[src/rtl/coloram_arb.sv]
// Colour RAM arbiter: shares one RAM port between video lookups, posted CPU writes,
// CPU reads and a hardware clear sweep. Video always wins and has a fixed 3-cycle latency.
module coloram_arb #(
   parameter int         FIFO_DEPTH = 4,
   parameter logic [7:0] CLR_VALUE  = 8'h00
) (
   input  logic       clk,
   input  logic       reset_n,
   input  logic       vid_rd_n,
   input  logic [7:0] vid_a,
   output logic [7:0] vid_do,
   output logic       vid_valid,
   input  logic [7:0] cpu_a,
   input  logic [7:0] cpu_di,
   input  logic       cpu_w_n,
   input  logic       cpu_r_n,
   output logic [7:0] cpu_do,
   output logic       cpu_rd_valid,
   output logic       cpu_wait,
   output logic       wr_drop,
   input  logic       clr_req,
   output logic       clr_busy,
   output logic [7:0] ram_a,
   output logic [7:0] ram_di,
   output logic       ram_w_n,
   output logic       ram_r_n,
   input  logic [7:0] ram_do
);

   localparam int AW = (FIFO_DEPTH > 1) ? $clog2(FIFO_DEPTH) : 1;

   typedef enum logic [2:0] {
      S_IDLE,
      S_CLEAR,
      S_RD_DRAIN,
      S_RD_ISSUE,
      S_RD_WAIT
   } state_t;

   state_t        r_state;
   logic [7:0]    r_clr_cnt;
   logic [7:0]    r_rd_a;
   logic [7:0]    r_q_a [FIFO_DEPTH];
   logic [7:0]    r_q_d [FIFO_DEPTH];
   logic [AW-1:0] r_wp;
   logic [AW-1:0] r_rp;
   logic [AW:0]   r_cnt;
   logic          r_vid_vld_p1, r_vid_vld_p2;
   logic          r_cpu_vld_p1, r_cpu_vld_p2;

   logic w_vid, w_full, w_empty, w_push, w_pop, w_clr_g, w_rd_g;

   // Grant priority: video, sweep write, queue head, CPU read.
   assign w_vid    = ~vid_rd_n;
   assign w_full   = (r_cnt == (AW+1)'(FIFO_DEPTH));
   assign w_empty  = (r_cnt == '0);
   assign w_push   = ~cpu_w_n & ~w_full;
   assign w_clr_g  = ~w_vid & (r_state == S_CLEAR);
   assign w_pop    = ~w_vid & (r_state != S_CLEAR) & ~w_empty;
   assign w_rd_g   = ~w_vid & ~w_pop & (r_state == S_RD_ISSUE);

   assign clr_busy = (r_state == S_CLEAR);
   assign cpu_wait = w_full | (r_state == S_RD_DRAIN) | (r_state == S_RD_ISSUE) |
                     (r_state == S_RD_WAIT);

   always_ff @(posedge clk) begin
      if (w_push) begin
         r_q_a[r_wp] <= cpu_a;
         r_q_d[r_wp] <= cpu_di;
      end
   end

   always_ff @(posedge clk or negedge reset_n) begin
      if (!reset_n) begin
         r_state      <= S_IDLE;
         r_clr_cnt    <= '0;
         r_rd_a       <= '0;
         r_wp         <= '0;
         r_rp         <= '0;
         r_cnt        <= '0;
         r_vid_vld_p1 <= 1'b0;
         r_vid_vld_p2 <= 1'b0;
         r_cpu_vld_p1 <= 1'b0;
         r_cpu_vld_p2 <= 1'b0;
         ram_a        <= '0;
         ram_di       <= '0;
         ram_w_n      <= 1'b1;
         ram_r_n      <= 1'b1;
         vid_do       <= '0;
         vid_valid    <= 1'b0;
         cpu_do       <= '0;
         cpu_rd_valid <= 1'b0;
         wr_drop      <= 1'b0;
      end else begin
         // p0: grant cycle drives the RAM port registers
         ram_w_n <= 1'b1;
         ram_r_n <= 1'b1;
         if (w_vid) begin
            ram_a   <= vid_a;
            ram_r_n <= 1'b0;
         end else if (w_clr_g) begin
            ram_a   <= r_clr_cnt;
            ram_di  <= CLR_VALUE;
            ram_w_n <= 1'b0;
         end else if (w_pop) begin
            ram_a   <= r_q_a[r_rp];
            ram_di  <= r_q_d[r_rp];
            ram_w_n <= 1'b0;
         end else if (w_rd_g) begin
            ram_a   <= r_rd_a;
            ram_r_n <= 1'b0;
         end

         // p1: RAM samples the op; p2: ram_do valid and captured
         r_vid_vld_p1 <= w_vid;
         r_vid_vld_p2 <= r_vid_vld_p1;
         vid_valid    <= r_vid_vld_p2;
         if (r_vid_vld_p2) vid_do <= ram_do;

         r_cpu_vld_p1 <= w_rd_g;
         r_cpu_vld_p2 <= r_cpu_vld_p1;
         cpu_rd_valid <= r_cpu_vld_p2;
         if (r_cpu_vld_p2) cpu_do <= ram_do;

         wr_drop <= ~cpu_w_n & w_full;

         if (w_push) r_wp <= r_wp + AW'(1);
         if (w_pop)  r_rp <= r_rp + AW'(1);
         r_cnt <= r_cnt + (AW+1)'(w_push) - (AW+1)'(w_pop);

         case (r_state)
            S_IDLE: begin
               if (clr_req) begin
                  r_state <= S_CLEAR;
               end else if (!cpu_r_n) begin
                  r_rd_a  <= cpu_a;
                  r_state <= S_RD_DRAIN;
               end
            end
            S_CLEAR: begin
               if (w_clr_g) begin
                  r_clr_cnt <= r_clr_cnt + 8'd1;
                  if (r_clr_cnt == 8'hFF) r_state <= S_IDLE;
               end
            end
            S_RD_DRAIN: if (w_empty) r_state <= S_RD_ISSUE;
            S_RD_ISSUE: if (w_rd_g) r_state <= S_RD_WAIT;
            S_RD_WAIT:  if (r_cpu_vld_p2) r_state <= S_IDLE;
            default:    r_state <= S_IDLE;
         endcase
      end
   end

endmodule

[config.mk]
export PLATFORM = sky130hd
export DESIGN_NAME = coloram_arb
export DESIGN_NICKNAME = d
export VERILOG_FILES = /design/src/rtl/coloram_arb.sv
export SDC_FILE = /design/constraint.sdc
export NUM_CORES = 1
export LEC_CHECK = 0
export ABC_AREA = 1
export BUFFER_PORTS_ARGS = -buffer_cell sky130_fd_sc_hd__buf_2
export CAP_MARGIN = 20
export CORE_ASPECT_RATIO = 1.5
export CORE_MARGIN = 2
export CORE_UTILIZATION = 51
export DETAILED_ROUTE_END_ITERATION = 16
export HOLD_SLACK_MARGIN = 0.02
export PLACE_DENSITY = 0.78
export SKIP_LAST_GASP = 1
export SYNTH_ARGS = -nofsm -noshare
export SYNTH_HDL_FRONTEND = slang
export SYNTH_SLANG_ARGS = --single-unit
[constraint.sdc]
create_clock -name clk -period 2.17 [get_ports clk]
set_input_delay 0.1085 -clock clk [delete_from_list [all_inputs] [get_ports clk]]
set_output_delay 0.1085 -clock clk [all_outputs]
set_load 0.02 [all_outputs]
**Word level (Yosys, flattened, before mapping)**

Memories as Yosys holds them, arrays and structs flattened.
Index checks and enable logic that the tools add are counted.

- Logic and storage cells: 87
- Memory bits (writable): 64
- Memories kept: 2
- Bits of input ports: 38
- Bits in read-only memories: 0
- Register bits: 67
- Output and inout port bits: 39
- Bits in latches: 0

- Shift operators: 0
- Bitwise logic cells: 17
- Multiply operators: 0
- Multiplexer cells: 23
- Add/subtract/negate cells: 5
- Div/mod/pow operators: 0
- Magnitude comparators: 0
- Reductions and logical operators: 7
- Equality and inequality tests: 14

Memory list:

| name | depth | width | rd ports | clocked after memory_dff | wr ports | line | source |
|---|---|---|---|---|---|---|---|
| r_q_a | 4 | 8 | 1 | 0 | 1 | 43 | `logic [7:0] r_q_a [FIFO_DEPTH];` |
| r_q_d | 4 | 8 | 1 | 0 | 1 | 44 | `logic [7:0] r_q_d [FIFO_DEPTH];` |

Operator list:

| cell | number |
|---|---|
| 2-to-1 mux 8 bit | 6 |
| 2-to-1 mux 3 bit | 7 |
| one-hot mux 3 bit (5 select lines) | 1 |
| 2-to-1 mux 1 bit | 9 |
| adder 8 x 1 -> 8 bit (second input constant) | 1 |
| == test 8 bit (second input constant) | 1 |
| bitwise AND 1 bit | 7 |
| NOT 1 bit | 7 |
| == test 3 x 2 -> 1 bit (second input constant) | 2 |
| == test 3 bit (second input constant) | 2 |
| logical NOT 3 bit | 2 |
| inequality test 2 bit (second input constant) | 3 |
| AND reduction 6 bit | 1 |
| adder 2 x 1 -> 2 bit (second input constant) | 2 |
| inequality test 2 x 1 -> 1 bit (second input constant) | 2 |
| inequality test 4 x 1 -> 1 bit (second input constant) | 1 |
| AND reduction 2 bit | 2 |
| adder 3 x 1 -> 3 bit | 1 |
| == test 3 x 1 -> 1 bit (second input constant) | 1 |
| inequality test 3 x 1 -> 1 bit (second input constant) | 1 |
| inequality test 3 bit (second input constant) | 1 |
| OR 1 bit | 3 |
| AND reduction 3 bit | 1 |
| subtractor 3 x 1 -> 3 bit | 1 |
| nonzero test 2 bit | 1 |

**Longest topological paths before layout**

- Word-level depth: 10
- Mapped depth: 10
- Gate-level depth less buffers: 9

**Worst setup path after synthesis**

Ideal clock, no wire load.

- Path type: reg-to-reg
- Start: reg r_cnt[2]
- End: mem r_q_a[0][0], enable pin
- Data required time: 1781 ps
- Cell stages (with the launch flop): 7
- Arrival time: 1672 ps
- Buffers on the path: 0
- Clock period less this slack: 2061 ps
- Slack: 109 ps
- Setup time: 389 ps
- Cell sequence: dfrtp_1 inv_1 or2_2 nor2_1 nor2_1 inv_1 nor2_1

- Word-level cells in the longest chain between the ends: 5

Ends and longest elaborated chain:

| item | line | source |
|---|---|---|
| start, declared | 47 | `logic [AW:0] r_cnt;` |
| start signal, assigned | 129 | `r_cnt <= r_cnt + (AW+1)'(w_push) - (AW+1)'(w_pop);` |
| == test 3 bit | 55 | `assign w_full = (r_cnt == (AW+1)'(FIFO_DEPTH));` |
| NOT 1 bit | 57 | `assign w_push = ~cpu_w_n & ~w_full;` |
| bitwise AND 1 bit | 57 |  |
| 2-to-1 mux 1 bit | 67 | `if (w_push) begin` |
| 2-to-1 mux 1 bit (implied by the code) | 68 | `r_q_a[r_wp] <= cpu_a;` |
| end, declared | 43 |  |

Every way passes these cells.

**Worst setup path in the final report**

- Start: reg r_cnt[1]
- End: reg r_cnt[2]

- Word-level cells in the longest chain between the ends: 5
- Elaborated cells between the ends (all ways): 8
- Those cells by class: 2 x add/sub; 1 x eq/ne; 4 x bitwise; 1 x reduce/logical

Ends and longest elaborated chain:

| item | line |
|---|---|
| == test 3 bit | 55 |
| NOT 1 bit | 57 |
| bitwise AND 1 bit | 57 |
| adder 3 x 1 -> 3 bit | 129 |
| subtractor 3 x 1 -> 3 bit (*) | 129 |

Every way passes the cells marked *; elsewhere a longest branch is shown, timed or not.
A chain may end at the register's enable or synchronous reset.

==> results.yml <==
logic_synthesis:
  synth_top_family_by_area: "simple AND/OR/NAND/NOR gates"
  synth_seq_cells: 131
  synth-xor-area-share: 0.01923
  synth_adder_area_share: 0.01740
  synth_area_mm2: 0.005465
  post_synth.cell_area_avg_um2: 11.09
  yosysSeqAreaShare: 0.6589
  yosys_warnings: 0
  synthDistinctLibCells: 31
  netlist_instances: 493
  synthMuxAreaShare: 0.04327
  synth-simple-area-share: 0.1873
  synth_nets: 538
  synth_compound_area_frac: 0.03136
run:
  drv_cap: 0
sta:
  fin_tns_setup_ns: 0
  fin_crit_sh: 0.9343
  hold_violations: 0
  finalCriticalPeriod_ns: 2.027
  finClkSkew_ns: 0.01045
  worst_pin_slew_ns: 0.6118
  setup_viol: 0
  max_freq_mhz: 493.3
  rsz0062_at_grt: "false"
  relSlewSlack: 0.5910
  layout_setup_ws_ns: 0.1427
  drv_slew: 0
worst_setup_path:
  cpPeakStageDelay_ns: 0.43
  worstPathArrival_ns: 2.33
  worst_ep_required_time_ns: 2.48
  crit_slowest_cell: "dfrtp_1"
  crit_fanout: 6
  cp_common_cell: "xor2_1"
  worstPathCellList: "or2_2, nor2_1, nor2_2, xor2_1, ha_1, inv_1, fa_1, xor2_1"
  path_class: "flip-flop to flip-flop"
  worstSetupEndpointType: "flip-flop"
  startpoint_type: "flip-flop"
clock_tree:
  clkLatencyLatePin_ns: 0.42
  cts_buffer_depth: 2
  cts_max_level: 4
  numCtsBuffers: 17
  cts-root-buf: "clkbuf_16"
  path_clk_slew_ns: 0.06
  cts_tree: "built"
  clock_sinks: 131
  post_cts_buffers: 0
place:
  globalplace.congestion: 0.7860
  dp_hpwl_mm: 7.501
  portBuffers: 76
  post-place-ws_ns: 0.1185
detailed_routing:
  vias: 3901
  drt_iter0_markers: 248
  wirelength_mm: 11.45
  ant_nets: 0
  routedWlPerCell_um: 14.89
  drc: 0
  firstDrtPassIters: 5
  viasPerCell: 5.073
cells_and_area:
  layout-drive-gt1-share: 0.2528
  layout_commonest_cell: "nand2_1"
  n_antenna_cell: 0
  syn_to_final_growth_pct: 25.87
  final_cell_mix: "121 x nand2_1, 76 x buf_2, 65 x dfrtp_1"
  fillerInstances: 774
  fin_nets: 657
power_and_ir_drop:
  p_per_area_mw_per_mm2: 1392
  p_total_mw: 9.576
  ir_worst_vdd_v: 0.0008011
  leakage_nw: 3.118
floorplan:
  fp.dieH_um: 130.8
  core-area_mm2: 0.01053
  rows: 46
  pin_count: 77
  dieWidth_um: 88.52
  start_util: 0.5189
  die_area_mm2: 0.01158
global_routing:
  overflow: 0
  grt_pass1_vias: 3947
  grt_max_degree: 68
  grt_use_total: 0.2136
  grt_antenna_before_repair: 0
  grt_pass1_wl_mm: 18.31
status:
  status: "complete, no violations"
hold_path:
  hold_class: "input port to flip-flop"
-- registers in the layout (all words and copies together), names as in the netlist, 2 cells and up --
name / count
vid_do: 8
cpu_do: 8
r_state: 3
r_q_d: 32
r_rp: 2
r_wp: 2
r_cnt: 3
r_q_a: 32
ram_di: 8
r_rd_a: 8
ram_a: 8
r_clr_cnt: 8
-- worst max-delay path, delay by kind of cell, from the launching register on --
family | cells | cell delay, ns
and+or+nand+nor | 3 | 0.61
adders and majority gates | 2 | 0.53
DFF | 1 | 0.43
xor gates and xnor gates | 2 | 0.31
buffers and inverters | 1 | 0.05
-- logic make-up after synthesis --
kind of cell             count (synthesis)
AND/OR/NAND/NOR                        236
AO/OA/AOI/OAI                           32
multiplexers                            21
adder cells (fa/ha/maj)                  7
buffers and inverters                   54
XOR/XNOR                                12
flip-flops                             131
-- metrics by stage --
stage | instances | area (um^2) | hold WS, ns | utilization
after floorplan | 493 | 5465 | -0.1871 | -
after global placement | 709 | 6038 | 0.1521 | 0.5733
after detailed placement | 709 | 6038 | 0.1521 | 0.5733
after CTS | 769 | 6877 | 0.03010 | 0.6529
after global routing | 769 | 6879 | 0.09292 | 0.6531
final | 769 | 6879 | 0.03971 | 0.6531
-- final timing paths --
kind / cells after the start / slack [ns] / endpoint / from
setup / recovery: 8 / 0.14 / r_cnt[2] / r_cnt[1]
hold / removal: 5 / 0.04 / ram_a[5] / vid_a[5]
setup reg to reg: 8 / 0.14 / r_cnt[2] / r_cnt[1]
hold reg to reg: 0 / 0.35 / r_vid_vld_p2 / r_vid_vld_p1
max in group asynchronous: 3 / 1.59 / ram_w_n / reset_n
min in group asynchronous: 3 / 0.25 / vid_do[2] / reset_n
-- cells in the mapped netlist, drive strengths merged --
master  instances  area share
o211ai          3      0.0041
nor3            5      0.0076
clkbuf          3      0.0021
or2             2      0.0023
dfrtp          65        0.30
o21ai          11       0.011
clkinv          1     0.00069
nor2           56       0.043
nand4           3      0.0034
inv            37       0.025
buf            13       0.014
dfstp           2      0.0096
nand3          48       0.047
fa              1      0.0037
edfxtp         64        0.35
xor2           12       0.019
ha              6       0.014
a21oi          18       0.016
mux2           21       0.043
nand2         122       0.084
-- timing repair --
action                                  in CTS  in global routing
resized for setup                            0                  1
endpoints found under the setup margin       0                  2
endpoints found under the hold margin      155                  0
hold buffers                                28                  0
-- power breakdown --
group          internal, mW  leakage, nW  switching [mW]
combinational          1.11         1.46            2.07
clock                  1.58        0.267            1.05
sequential             3.38         1.39           0.378
-- cell type report --
cell class / instances / area (um^2) / area share
repair buffers: 116 / 763.2 / 0.1109
flip-flops and latches: 131 / 3601 / 0.5235
multi-input cells: 308 / 1634 / 0.2375
clock inverters: 14 / 128.9 / 0.01873
clock buffers: 18 / 429.2 / 0.06239
inverters: 38 / 142.6 / 0.02073
well taps: 144 / 180.2 / 0.02619
-- routing by layer --
metal | global-route usage | share of wire | vias to the layer above
li1 | - | - | 1877
met1 | 0.2231 | 0.38 | 1886
met5 | 0 | 0 | -
met3 | 0.05528 | 0.047 | 16
met2 | 0.3989 | 0.55 | 122
met4 | 0.08645 | 0.016 | 0
Note: power is estimated with default switching activity, not from simulation.
